==> config.mk <==
export PLATFORM = sky130hd
export DESIGN_NAME = top_level
export DESIGN_NICKNAME = d
export VERILOG_FILES = /design/src/rtl/prog1_pkg.sv /design/src/rtl/dat_mem.sv /design/src/rtl/top_level.sv
export SDC_FILE = /design/constraint.sdc
export NUM_CORES = 1
export LEC_CHECK = 0
export CAP_MARGIN = 30
export CORE_MARGIN = 2
export CORE_UTILIZATION = 30
export CTS_BUF_LIST = sky130_fd_sc_hd__clkbuf_8
export DETAILED_ROUTE_END_ITERATION = 10
export GPL_ROUTABILITY_DRIVEN = 0
export SLEW_MARGIN = 5
export SYNTH_ARGS = -nofsm -noshare
export SYNTH_HDL_FRONTEND = slang
export SYNTH_SLANG_ARGS = --single-unit
==> constraint.sdc <==
create_clock -name Clk -period 3.9 [get_ports Clk]
set_input_delay 0.39 -clock Clk [delete_from_list [all_inputs] [get_ports Clk]]
set_output_delay 0.39 -clock Clk [all_outputs]
set_load 0.01 [all_outputs]
==> src/rtl/prog1_pkg.sv <==
// ============================================================================
// Module      : prog1_pkg
// Description : Shared types, default parameters and the SECDED encode
//               function for the program-1 Hamming encoder engine.
// Revision    : 1.0 - initial release
// ============================================================================
`default_nettype none

package prog1_pkg;

    typedef enum logic [2:0] {
        IDLE  = 3'd0,
        RD_LO = 3'd1,
        RD_HI = 3'd2,
        WR_LO = 3'd3,
        WR_HI = 3'd4,
        FIN   = 3'd5
    } state_t;

    localparam int DEF_NUM_MSG   = 15;
    localparam int DEF_IN_BASE   = 0;
    localparam int DEF_OUT_BASE  = 30;
    localparam int DEF_MEM_DEPTH = 256;

    // cw = {d11..d5, p8, d4..d2, p4, d1, p2, p1, p0}
    function automatic logic [15:0] hamming_encode(input logic [11:1] d);
        logic p8;
        logic p4;
        logic p2;
        logic p1;
        logic p0;
        p8 = ^d[11:5];
        p4 = (^d[11:8]) ^ (^d[4:2]);
        p2 = d[11] ^ d[10] ^ d[7] ^ d[6] ^ d[4] ^ d[3] ^ d[1];
        p1 = d[11] ^ d[9] ^ d[7] ^ d[5] ^ d[4] ^ d[2] ^ d[1];
        p0 = (^d[11:1]) ^ p8 ^ p4 ^ p2 ^ p1;
        return {d[11:5], p8, d[4:2], p4, d[1], p2, p1, p0};
    endfunction

endpackage : prog1_pkg

`default_nettype wire

==> src/rtl/dat_mem.sv <==
// ============================================================================
// Module      : dat_mem
// Description : Byte-wide data memory, combinational read / synchronous write.
//               Contents are deliberately not touched by reset.
// Revision    : 1.0 - initial release
// ============================================================================
`default_nettype none

module dat_mem #(
    parameter int MEM_DEPTH = 256
) (
    input  logic                         Clk,
    input  logic                         wr_en,
    input  logic [$clog2(MEM_DEPTH)-1:0] addr,
    input  logic [7:0]                   data_in,
    output logic [7:0]                   data_out
);

    logic [7:0] memory [MEM_DEPTH];

    always_ff @(posedge Clk) begin
        if (wr_en) begin
            memory[addr] <= data_in;
        end
    end

    assign data_out = memory[addr];

endmodule : dat_mem

`default_nettype wire

==> src/rtl/top_level.sv <==
// ============================================================================
// Module      : top_level
// Description : Hamming SECDED encoder engine: reads NUM_MSG 11-bit messages
//               from dat_mem, writes 16-bit codewords back, raises Done.
//               Optional macro CYCLE_COUNT_EN adds the Cycles run counter.
// Revision    : 1.0 - initial release
// ============================================================================
`default_nettype none

module top_level
    import prog1_pkg::*;
#(
    parameter int NUM_MSG   = DEF_NUM_MSG,
    parameter int IN_BASE   = DEF_IN_BASE,
    parameter int OUT_BASE  = DEF_OUT_BASE,
    parameter int MEM_DEPTH = DEF_MEM_DEPTH
) (
    input  logic        Clk,
    input  logic        Reset,
    input  logic        Start,
`ifdef CYCLE_COUNT_EN
    output logic [15:0] Cycles,
`endif
    output logic        Done
);

    localparam int AW = $clog2(MEM_DEPTH);
    localparam int IW = (NUM_MSG > 1) ? $clog2(NUM_MSG) : 1;
    localparam logic [IW-1:0] LAST_IDX = IW'(NUM_MSG - 1);
    localparam logic [AW-1:0] IN_BASE_A  = AW'(IN_BASE);
    localparam logic [AW-1:0] OUT_BASE_A = AW'(OUT_BASE);

    state_t          state_q, state_d;
    logic [IW-1:0]   idx_q, idx_d;
    logic [7:0]      lo_q, lo_d;
    logic [2:0]      hi_q, hi_d;
    logic            done_q, done_d;

    logic            mem_wr_en;
    logic [AW-1:0]   mem_addr;
    logic [7:0]      mem_wdata;
    logic [7:0]      mem_rdata;
    logic [AW-1:0]   msg_off;
    logic [15:0]     cw;
    logic            start_acc;
    logic            unused_hi_bits;

    // Address offset wraps naturally at the memory address width.
    assign msg_off        = AW'({idx_q, 1'b0});
    assign cw             = hamming_encode({hi_q, lo_q});
    assign start_acc      = Start && ((state_q == IDLE) || (state_q == FIN));
    assign unused_hi_bits = ^mem_rdata[7:3];

    always_comb begin
        state_d   = state_q;
        idx_d     = idx_q;
        lo_d      = lo_q;
        hi_d      = hi_q;
        done_d    = done_q;
        mem_wr_en = 1'b0;
        mem_addr  = IN_BASE_A + msg_off;
        mem_wdata = cw[7:0];
        case (state_q)
            IDLE: begin
                if (Start) begin
                    state_d = RD_LO;
                    idx_d   = '0;
                    done_d  = 1'b0;
                end
            end
            RD_LO: begin
                mem_addr = IN_BASE_A + msg_off;
                lo_d     = mem_rdata;
                state_d  = RD_HI;
            end
            RD_HI: begin
                mem_addr = IN_BASE_A + msg_off + AW'(1);
                hi_d     = mem_rdata[2:0];
                state_d  = WR_LO;
            end
            WR_LO: begin
                mem_addr  = OUT_BASE_A + msg_off;
                mem_wr_en = 1'b1;
                mem_wdata = cw[7:0];
                state_d   = WR_HI;
            end
            WR_HI: begin
                mem_addr  = OUT_BASE_A + msg_off + AW'(1);
                mem_wr_en = 1'b1;
                mem_wdata = cw[15:8];
                if (idx_q == LAST_IDX) begin
                    state_d = FIN;
                end else begin
                    idx_d   = idx_q + IW'(1);
                    state_d = RD_LO;
                end
            end
            FIN: begin
                // Done registers one cycle after entering FIN; Start restarts.
                if (Start) begin
                    state_d = RD_LO;
                    idx_d   = '0;
                    done_d  = 1'b0;
                end else begin
                    done_d  = 1'b1;
                end
            end
            default: begin
                state_d = IDLE;
            end
        endcase
    end

    always_ff @(posedge Clk or negedge Reset) begin
        if (!Reset) begin
            state_q <= IDLE;
            idx_q   <= '0;
            lo_q    <= '0;
            hi_q    <= '0;
            done_q  <= 1'b0;
        end else begin
            state_q <= state_d;
            idx_q   <= idx_d;
            lo_q    <= lo_d;
            hi_q    <= hi_d;
            done_q  <= done_d;
        end
    end

    assign Done = done_q;

`ifdef CYCLE_COUNT_EN
    logic [15:0] cyc_q, cyc_d;

    always_comb begin
        cyc_d = cyc_q;
        if (start_acc) begin
            cyc_d = '0;
        end else if ((state_q != IDLE) && !done_q && (cyc_q != 16'hFFFF)) begin
            cyc_d = cyc_q + 16'd1;
        end
    end

    always_ff @(posedge Clk or negedge Reset) begin
        if (!Reset) begin
            cyc_q <= '0;
        end else begin
            cyc_q <= cyc_d;
        end
    end

    assign Cycles = cyc_q;
`else
    logic unused_start_acc;
    assign unused_start_acc = start_acc;
`endif

    dat_mem #(
        .MEM_DEPTH (MEM_DEPTH)
    ) dm1 (
        .Clk      (Clk),
        .wr_en    (mem_wr_en),
        .addr     (mem_addr),
        .data_in  (mem_wdata),
        .data_out (mem_rdata)
    );

endmodule : top_level

`default_nettype wire

Word-level counts from Yosys, hierarchy flattened. Cells that the tools add are included.

Bits in registers: 8. Bits of input ports: 3.

Reduce and logical (&&, ||, !) cells: 6. Equal/unequal tests: 9. Multiplexer cells: 9. $add $sub $neg: 1.

Operators by type and width (number): $pmux 3 s5 (1); $mux 4 (2); $pmux 4 s2 (1); $eq 3x2->1 const B (2); $eq 3x3->1 const B (2); $mux 3 (2); $add 4x1->4 const B (1); $eq 4x4->1 const B (1); $ne 2x2->1 const B (2); $reduce_bool 2->1 (2); $eq 3x1->1 const B (1); $logic_not 3->1 (1); $reduce_and 3->1 (1); $mux 1 (2); $ne 2x1->1 const B (1); $pmux 1 s2 (1); $reduce_and 2->1 (1); $reduce_or 2->1 (1).

Longest topological paths before layout. Gate-level depths: netlist of the first run.

Word-level depth: 4. Mapped depth: 5. Gate-level depth less buffers: 5.

Worst setup path after synthesis of the first run. OpenSTA, ideal clock, no wires.

Path kind: register -> register. Start: reg idx_q[0]. End: reg idx_q[2]. Stages on the path, launching flop included: 6. Arrival time: 1198 ps. Data required time: 3774 ps. Path slack: 2576 ps. Period minus slack after synthesis: 1324 ps. Library setup time: 126 ps. Cell sequence: dfrtp_1 -> inv_1 -> ha_1 -> nand3_1 -> and2_2 -> a221o_1.

Longest elaborated chain between the ends: 3. Elaborated cells between the ends (all ways): 6. Classes of those cells: add/sub: 1; eq/ne: 2; mux: 2; reduce/logical: 1.

RTL lines: start, declared (RTL line top_level.sv:34) `logic [IW-1:0] idx_q, idx_d;`; start signal, assigned (RTL line top_level.sv:123) `idx_q <= idx_d;`; $add 4x1->4 / $eq 4x4->1 (equally long branches) (RTL line top_level.sv:94, top_level.sv:91); $mux 4 / $ne 2x2->1 (equally long branches); $pmux 4 s2 / $reduce_and 3->1 (equally long branches).

Parallel ways exist; a longest one is shown, timed or not. The select of a mux whose other input is x is not followed. A chain may end at the register's enable or synchronous reset.

Worst setup path after layout of the first run.
Start: reg done_q (netlist: Done). End: out Done.

RTL lines: start, declared (RTL line top_level.sv:37) `logic done_q, done_d;`; start signal, assigned (RTL line top_level.sv:126) `done_q <= done_d;`; end, declared (RTL line top_level.sv:24) `output logic Done`.

No word-level cell between the ends.

==> flow_summary.toml, run 1 <==
[outcome]
status = "finished, final reports clean"

[critical_path]
crit_type = "register to primary output"
cp_slowest_stage_delay_ns = 0.54
cp-start-kind = "register"
critPathMaxFanout = 3
critPathSlowestCell = "clkdlybuf4s50_1"
crit_path_cell_trace = "clkdlybuf4s50_1"
critPathBufInv = 1
required_ns = 3.51
endpoint_kind = "primary output"
crit_family = "buffers and inverters"
worstPathArrival_ns = 1.12

[global_route]
grt-ovfl-total = 0
grt_pass1_wl_microns = 1150
grtUsageTotal = 0.0923
antenna_found_initial = 0
grt_max_degree = 9
grt_pass1_vias = 246

[synth]
ys_ff_latch = 8
synth_warnings = 0
ys.flop_type = "dfrtp_1"
synth.most_common_cell = "dfrtp_1"
synth_cells = 41
synth.distinct_cells = 24
synth_area_leaders = "dfrtp_1 43%, ha_1 5.3%, buf_6 4.8%, mux2i_1 4.3%, nor3b_4 4.0%"
synth_edf_count = 0
seq_area_frac_synth = 0.428
yosysTopAreaCell = "dfrtp_1"
syn_area_per_cell_sq_um = 11.4
synth.top_cell.area_share = 0.428
synth_fp_nets = 46
postSynth.asyncResetShare = 1.00
netlist_area_sq_um = 468

[cts]
post_cts_buffers = 0
clock_latency_ns = 0.23
cts_hold_buf = 0
cts_buffer_depth = 2
cts_tree = "done"
cts_made_buffers = 3
clock_sinks = 8
clk_pin_slew_ns = 0.04
cts_resized = 0
htreeDepth = 1
root_buffer = "clkbuf_8"

[detailed_routing]
wl_per_cell_microns = 11.9
drt_iter0_drc = 8
drc_errors = 0
ant_nets = 0
vias = 295
totalWireLength_microns = 728
via_per_inst = 4.84
first_pass_iters = 4

[timing]
slew_headroom = 0.741
post-route-period-util = 0.387
setup_violations = 0
setup_ws_ns = 2.39
period_minus_slack_ns = 1.51
fmaxAchievable_mhz = 662
rsz0062_at_grt = "false"
tightestPinTransition_ns = 0.387
clock_skew_ns = 0.00489
maxSlewViolCount = 0
tns_ns = 0
final_hold_viol_count = 0

[finish]
post-route-util = 0.361
multiInputGateArea_sq_um = 238
layout.nets = 52
drive_gt1_frac = 0.200
diodes = 0
stdcell_count = 61
syn2layout_area_growth_pct = 14.7
fillers = 144
register_area_sq_um = 200

[floorplan]
core_region_area_sq_um = 1490
initial_core_util = 0.314
fp.dieW_microns = 43.5
die_h_microns = 43.5
num_rows = 14
num_io_pins = 4
die-area_sq_um = 1890

[pwr]
power_density_nw_per_um2 = 698
p_leak_nw = 0.240
vdd_drop_max_uv = 381

[place]
port_buffers = 3
hpwl_microns = 499
place_inst = 58
pre_cts_slack_ns = 2.24

[job]
max-cap-violations = 0

[hold_path]
hold_class = "input pin to async pin"
## report_power, final
group	internal, mW	switching [mW]
registers	0.110	0.0425
logic	0.0714	0.0504
clock network	0.0670	0.0335
## sequential cells by signal (all words and copies together) (netlist names)
name	count
state_q	3
idx_q	4
Done	1
## per-stage QoR
step                area [sq um]  hold WS (ns)  total power [mW]
global placement             495         0.537             0.276
global route                 537         0.487             0.398
finish                       537         0.449             0.375
detailed placement           495         0.541             0.274
floorplan                    468        0.0944             0.266
CTS                          537         0.461             0.378
## cell usage in the layout (no fill, tap or decap), drive strengths merged
cell type	count
dfrtp	8
xnor2	2
a21oi	1
nor2	2
and3b	1
nor3b	1
nand2	2
inv	2
nand3	2
a22o	1
o21ai	2
nand2b	1
xor2	1
ha	2
o2bb2ai	1
clkbuf	3
a221o	1
clkdlybuf4s50	3
or2b	2
nor2b	1
o31ai	1
mux2i	2
and2	1
a2bb2oi	1
mux2	1
## layout make-up
type	count	area share
Clock buffer	3	0.0769
Inverter	2	0.0140
Multi-Input combinational cell	29	0.443
Sequential cell	8	0.373
Tap cell	16	0.0373
Timing Repair Buffer	3	0.0559
## final timing paths
path	startpoint	to	slack, ns	cells after the start
worst max-delay path	Done	Done	2.39	1
worst max register to register	idx_q[0]	idx_q[2]	2.52	5
worst min register to register	idx_q[1]	idx_q[1]	0.55	1
worst min-delay path	Reset	state_q[0]	0.45	1
max in group asynchronous	Reset	idx_q[3]	3.17	1
min in group Clk	idx_q[1]	idx_q[1]	0.55	1
## kinds of logic after synthesis
kind of cell	synth area share
AO/OA/AOI/OAI	0.142
XOR/XNOR	0.0562
adder cells (fa/ha/maj)	0.0535
buffers and inverters	0.0642
flip-flops	0.428
multiplexers	0.0668
AND/OR/NAND/NOR	0.190
## routing by layer
metal | vias to the layer above | wire [microns] | global-route usage
li1 | 152 | - | -
met1 | 133 | 368 | 0.128
met4 | 0 | 0 | 0.0364
met2 | 10 | 292 | 0.101
met5 | - | 0 | 0
met3 | 0 | 67 | 0.0750
No activity file was read; power rests on OpenSTA's default activity.
==> inputs of run 2 (changes only) <==
==> constraint.sdc (replaced) <==
create_clock -name Clk -period 1.44 [get_ports Clk]
set_input_delay 0.144 -clock Clk [delete_from_list [all_inputs] [get_ports Clk]]
set_output_delay 0.144 -clock Clk [all_outputs]
set_load 0.01 [all_outputs]
==> run 2 against run 1 <==
Against the previous run: combinational power increased to 3.0 times the previous value; sequential share of layout area shrank 1.3 points; register-to-register slack lost 2.4 ns; clock-buffer cell count stayed put; hold slack worse by 0.25 ns; routed wire length rose by 6.0%; critical path type is now register to register.
==> flow_summary.toml, run 2 (synthesis gave the netlist of run 1 again) <==
[finish]
final_common_cell = "dfrtp_1"
final_cell_mix = "8 x dfrtp_1, 3 x clkbuf_8, 3 x clkdlybuf4s50_1"
top_register = "idx_q"
post-route-util = 0.374
multiInputGateArea_sq_um = 243
fillers = 151
stdcell_count = 63
drive_gt1_frac = 0.255
syn2layout_area_growth_pct = 19.0
largest_reg_flops = 4
diodes = 0
register_area_sq_um = 200
layout.nets = 54

[place]
place_inst = 60
hpwl_microns = 554
port_buffers = 3

[pwr]
power_density_nw_per_um2 = 1870
p_seq_frac = 0.391
vdd_drop_max_uv = 874
internal_power_uw = 691
clockPowerShare = 0.258
power_frac_comb = 0.351
p_switching_uw = 348
finalPower_mw = 1.04
switching_share = 0.335
p_leak_nw = 0.251

[detailed_routing]
drt_iter0_drc = 3
totalWireLength_microns = 772
wl_per_cell_microns = 12.3
via_per_inst = 4.90
vias = 309
first_pass_iters = 2
ant_nets = 0
drc_errors = 0

[global_route]
use_met3 = 0.0750
use_met1 = 0.117
antenna_found_initial = 0
grt-ovfl-total = 0
grt_max_degree = 9
grt_pass1_wl_microns = 1270
grt_pass1_vias = 295
grtUsageTotal = 0.105
grt-busiest-layer = "met2"
grt_use_met2 = 0.140

[timing]
tns_ns = 0
setup_violations = 0
fmaxAchievable_mhz = 737
tightestPinTransition_ns = 0.374
clock_skew_ns = 0.00218
slew_headroom = 0.750
final_hold_viol_count = 0
maxSlewViolCount = 0
rsz0062_at_grt = "false"
period_minus_slack_ns = 1.36
post-route-period-util = 0.942

[cts]
cts_hold_buf = 0
clock_sinks = 8
cts_tree = "done"
cts_made_buffers = 3
cts_buffer_depth = 2
clk_pin_slew_ns = 0.04
clock_latency_ns = 0.23
htreeDepth = 1
root_buffer = "clkbuf_8"

[floorplan]
num_rows = 14
die_h_microns = 43.5
die-area_sq_um = 1890
initial_core_util = 0.314
num_io_pins = 4
core_region_area_sq_um = 1490
fp.dieW_microns = 43.5

[critical_path]
cp-start-kind = "register"
critPathMaxFanout = 6
worstPathArrival_ns = 1.47
endpoint_kind = "register"
required_ns = 1.55
crit_type = "register to register"

[outcome]
status = "finished, final reports clean"

[job]
max-cap-violations = 0

[hold_path]
hold_class = "input pin to async pin"
[run 2: cell type report]
| type | instances | share of cell area |
|---|---|---|
| multi-input cells | 29 | 0.436 |
| clock buffers | 3 | 0.0742 |
| flip-flops and latches | 8 | 0.360 |
| repair buffers | 5 | 0.0809 |
| inverters | 2 | 0.0135 |
| well taps | 16 | 0.0360 |
[run 2: power groups by stage]
| stage | combinational (mW) | sequential [mW] | clock, mW |
|---|---|---|---|
| 2_1_floorplan | 0.361 | 0.360 | 0 |
| 6_report | 0.365 | 0.406 | 0.268 |
| 3_5_place_dp | 0.370 | 0.407 | 0 |
| 3_3_place_gp | 0.360 | 0.409 | 0 |
| 5_1_grt | 0.408 | 0.422 | 0.293 |
| 4_1_cts | 0.372 | 0.405 | 0.284 |
[run 2: metrics by stage]
| step | instance area [sq um] | hold WS [ns] | setup slack, ns |
|---|---|---|---|
| global route | 557 | 0.229 | 0.00359 |
| detailed placement | 510 | 0.459 | 0.0356 |
| CTS | 552 | 0.209 | 0.0756 |
| global placement | 510 | 0.458 | 0.0522 |
| finish | 557 | 0.200 | 0.0835 |
| floorplan | 468 | -0.152 | 0.116 |
[run 2: worst max-delay path, cell delays in order (launching register included)]
cell and delay, ns:
dfrtp_1 0.47, nor3b_4 0.30, a2bb2oi_2 0.12, a221o_1 0.35
[run 2: path summary, 6_finish.rpt]
kind | from | end | slack [ns] | depth (start not counted)
worst max-delay path | state_q[0] | idx_q[2] | 0.08 | 3
worst min-delay path | Reset | idx_q[2] | 0.20 | 1
worst max register to register | state_q[0] | idx_q[2] | 0.08 | 3
worst min register to register | idx_q[1] | idx_q[1] | 0.56 | 2
max in group asynchronous | Reset | idx_q[1] | 0.97 | 1
min in group Clk | idx_q[1] | idx_q[1] | 0.56 | 2
[run 2: repair_timing]
| item | in CTS | in global routing |
|---|---|---|
| resized for setup | 0 | 1 |
| setup endpoints to repair | 0 | 1 |
| buffers inserted | 0 | 0 |
[run 2: layer usage]
metal  up-vias  part of all wire
met1       143              0.47
met2         8              0.45
met3         2             0.067
met5         -                 0
met4         0             0.016
li1        156                 -
==> inputs of run 3 (changes only) <==
==> constraint.sdc (replaced) <==
create_clock -name Clk -period 1.53 [get_ports Clk]
set_input_delay 0.153 -clock Clk [delete_from_list [all_inputs] [get_ports Clk]]
set_output_delay 0.153 -clock Clk [all_outputs]
set_load 0.01 [all_outputs]
==> run 3 against run 2 <==
Against the previous run: power decreased by 7.7%; largest power group unchanged; clock skew is essentially flat; critical path type unchanged; critical endpoint unchanged; flip-flop and latch count unchanged; clock-buffer cell count unchanged; critical path depth rose by 2; clock power is 9.3% lower; first-iteration DRC count rose to 2.7 times the previous value.
==> flow_summary.toml, run 3 (synthesis gave the netlist of run 1 again) <==
[critical_path]
rr_endpoint = "idx_q[2]"
r2r_start = "idx_q[0]"
crit_type = "register to register"
cp-start-kind = "register"
critPathMaxFanout = 4
rrSetupSlack_ns = 0.13
worstPathArrival_ns = 1.50
required_ns = 1.63
reg2reg_depth = 5
endpoint_kind = "register"

[pwr]
p_seq_frac = 0.394
p_switching_uw = 311
power_frac_comb = 0.353
p_leak_nw = 0.245
finalPower_uw = 960
internal_power_uw = 649
power_density_nw_per_um2 = 1760
switching_share = 0.324
vdd_drop_max_uv = 826
clockPowerShare = 0.253

[finish]
diodes = 0
final_cell_mix = "8 x dfrtp_1, 3 x clkbuf_8, 3 x clkdlybuf4s50_1"
multiInputGateArea_sq_um = 238
design_area_sq_um = 544
stdcell_count = 62
largest_reg_flops = 4
drive_gt1_frac = 0.217
layout.nets = 53
fillers = 142
top_register = "idx_q"
final_common_cell = "dfrtp_1"
syn2layout_area_growth_pct = 16.3
register_area_sq_um = 200

[place]
pre_cts_slack_ns = 0.101
place_inst = 59
port_buffers = 3
hpwl_microns = 529
dpl_cell_area_sq_um = 503

[floorplan]
num_rows = 14
initial_core_util = 0.314
die-area_sq_um = 1890
fp.dieW_microns = 43.5
die_h_microns = 43.5
core_region_area_sq_um = 1490
num_io_pins = 4

[job]
max-cap-violations = 0

[cts]
post_cts_buffers = 0
cts_resized = 0
cts_tree = "done"
clock_latency_ns = 0.22
htreeDepth = 1
cts_made_buffers = 3
clk_pin_slew_ns = 0.04
cts_buffer_depth = 2
root_buffer = "clkbuf_8"
cts_hold_buf = 0
clock_sinks = 8

[outcome]
status = "finished, final reports clean"

[timing]
tns_ns = 0
setup_ws_ns = 0.132
setup_violations = 0
post-route-period-util = 0.914
slew_headroom = 0.759
rsz0062_at_grt = "false"
period_minus_slack_ns = 1.40
final_hold_viol_count = 0
tightestPinTransition_ns = 0.360
maxSlewViolCount = 0
clock_skew_ns = 0.00204
fmaxAchievable_mhz = 715

[detailed_routing]
drc_errors = 0
drt_iter0_drc = 8
ant_nets = 0
wl_per_cell_microns = 10.7
totalWireLength_microns = 665
via_per_inst = 4.73
first_pass_iters = 3
vias = 293

[hold_path]
hold_class = "input pin to async pin"

[global_route]
antenna_found_initial = 0
grt-ovfl-total = 0
grt_pass1_vias = 278
grtUsageTotal = 0.0915
grt_max_degree = 9
grt_pass1_wl_microns = 1220
[run 3: cell count changes in the layout (fill, tap and decap cells not counted), sizes merged]
cell	delta
buf	-1
[run 3: power by group through the flow]
stage	logic, mW	clock network, mW	registers, mW
5_1_grt	0.380	0.267	0.391
3_5_place_dp	0.341	0	0.382
2_1_floorplan	0.340	0	0.339
4_1_cts	0.344	0.255	0.380
3_3_place_gp	0.340	0	0.381
6_report	0.339	0.243	0.378
[run 3: worst max path at each step]
stage	from	cells after the start	endpoint	slack (ns)
5_1_grt	idx_q[0]	5	idx_q[2]	0.02
2_1_floorplan	idx_q[0]	5	idx_q[2]	0.21
3_3_place_gp	Start	4	idx_q[2]	0.11
6_report	idx_q[0]	5	idx_q[2]	0.13
4_1_cts	idx_q[0]	5	idx_q[2]	0.12
3_5_place_dp	Start	4	idx_q[2]	0.10
[run 3: critical path, stage by stage, from the launching register on]
cell,delay [ns]
dfrtp_1,0.40
inv_1,0.07
ha_1,0.14
nand3_1,0.13
and2_2,0.22
a221o_1,0.31
[run 3: cell type report]
type / count / area share
clock buffers: 3 / 0.0759
repair buffers: 4 / 0.0690
well taps: 16 / 0.0368
inverters: 2 / 0.0138
multi-input cells: 29 / 0.437
flip-flops and latches: 8 / 0.368
[run 3: stage by stage]
step / utilization / hold WS, ns
after global routing: 0.366 / 0.244
after global placement: 0.338 / 0.469
after CTS: 0.366 / 0.223
final: 0.366 / 0.208
after floorplan: - / -0.143
after detailed placement: 0.338 / 0.465
[run 3: routing by layer]
metal / track usage / wire, microns
met4: 0.0182 / 0
met3: 0.0667 / 41
met2: 0.113 / 254
met5: 0 / 0
met1: 0.128 / 369
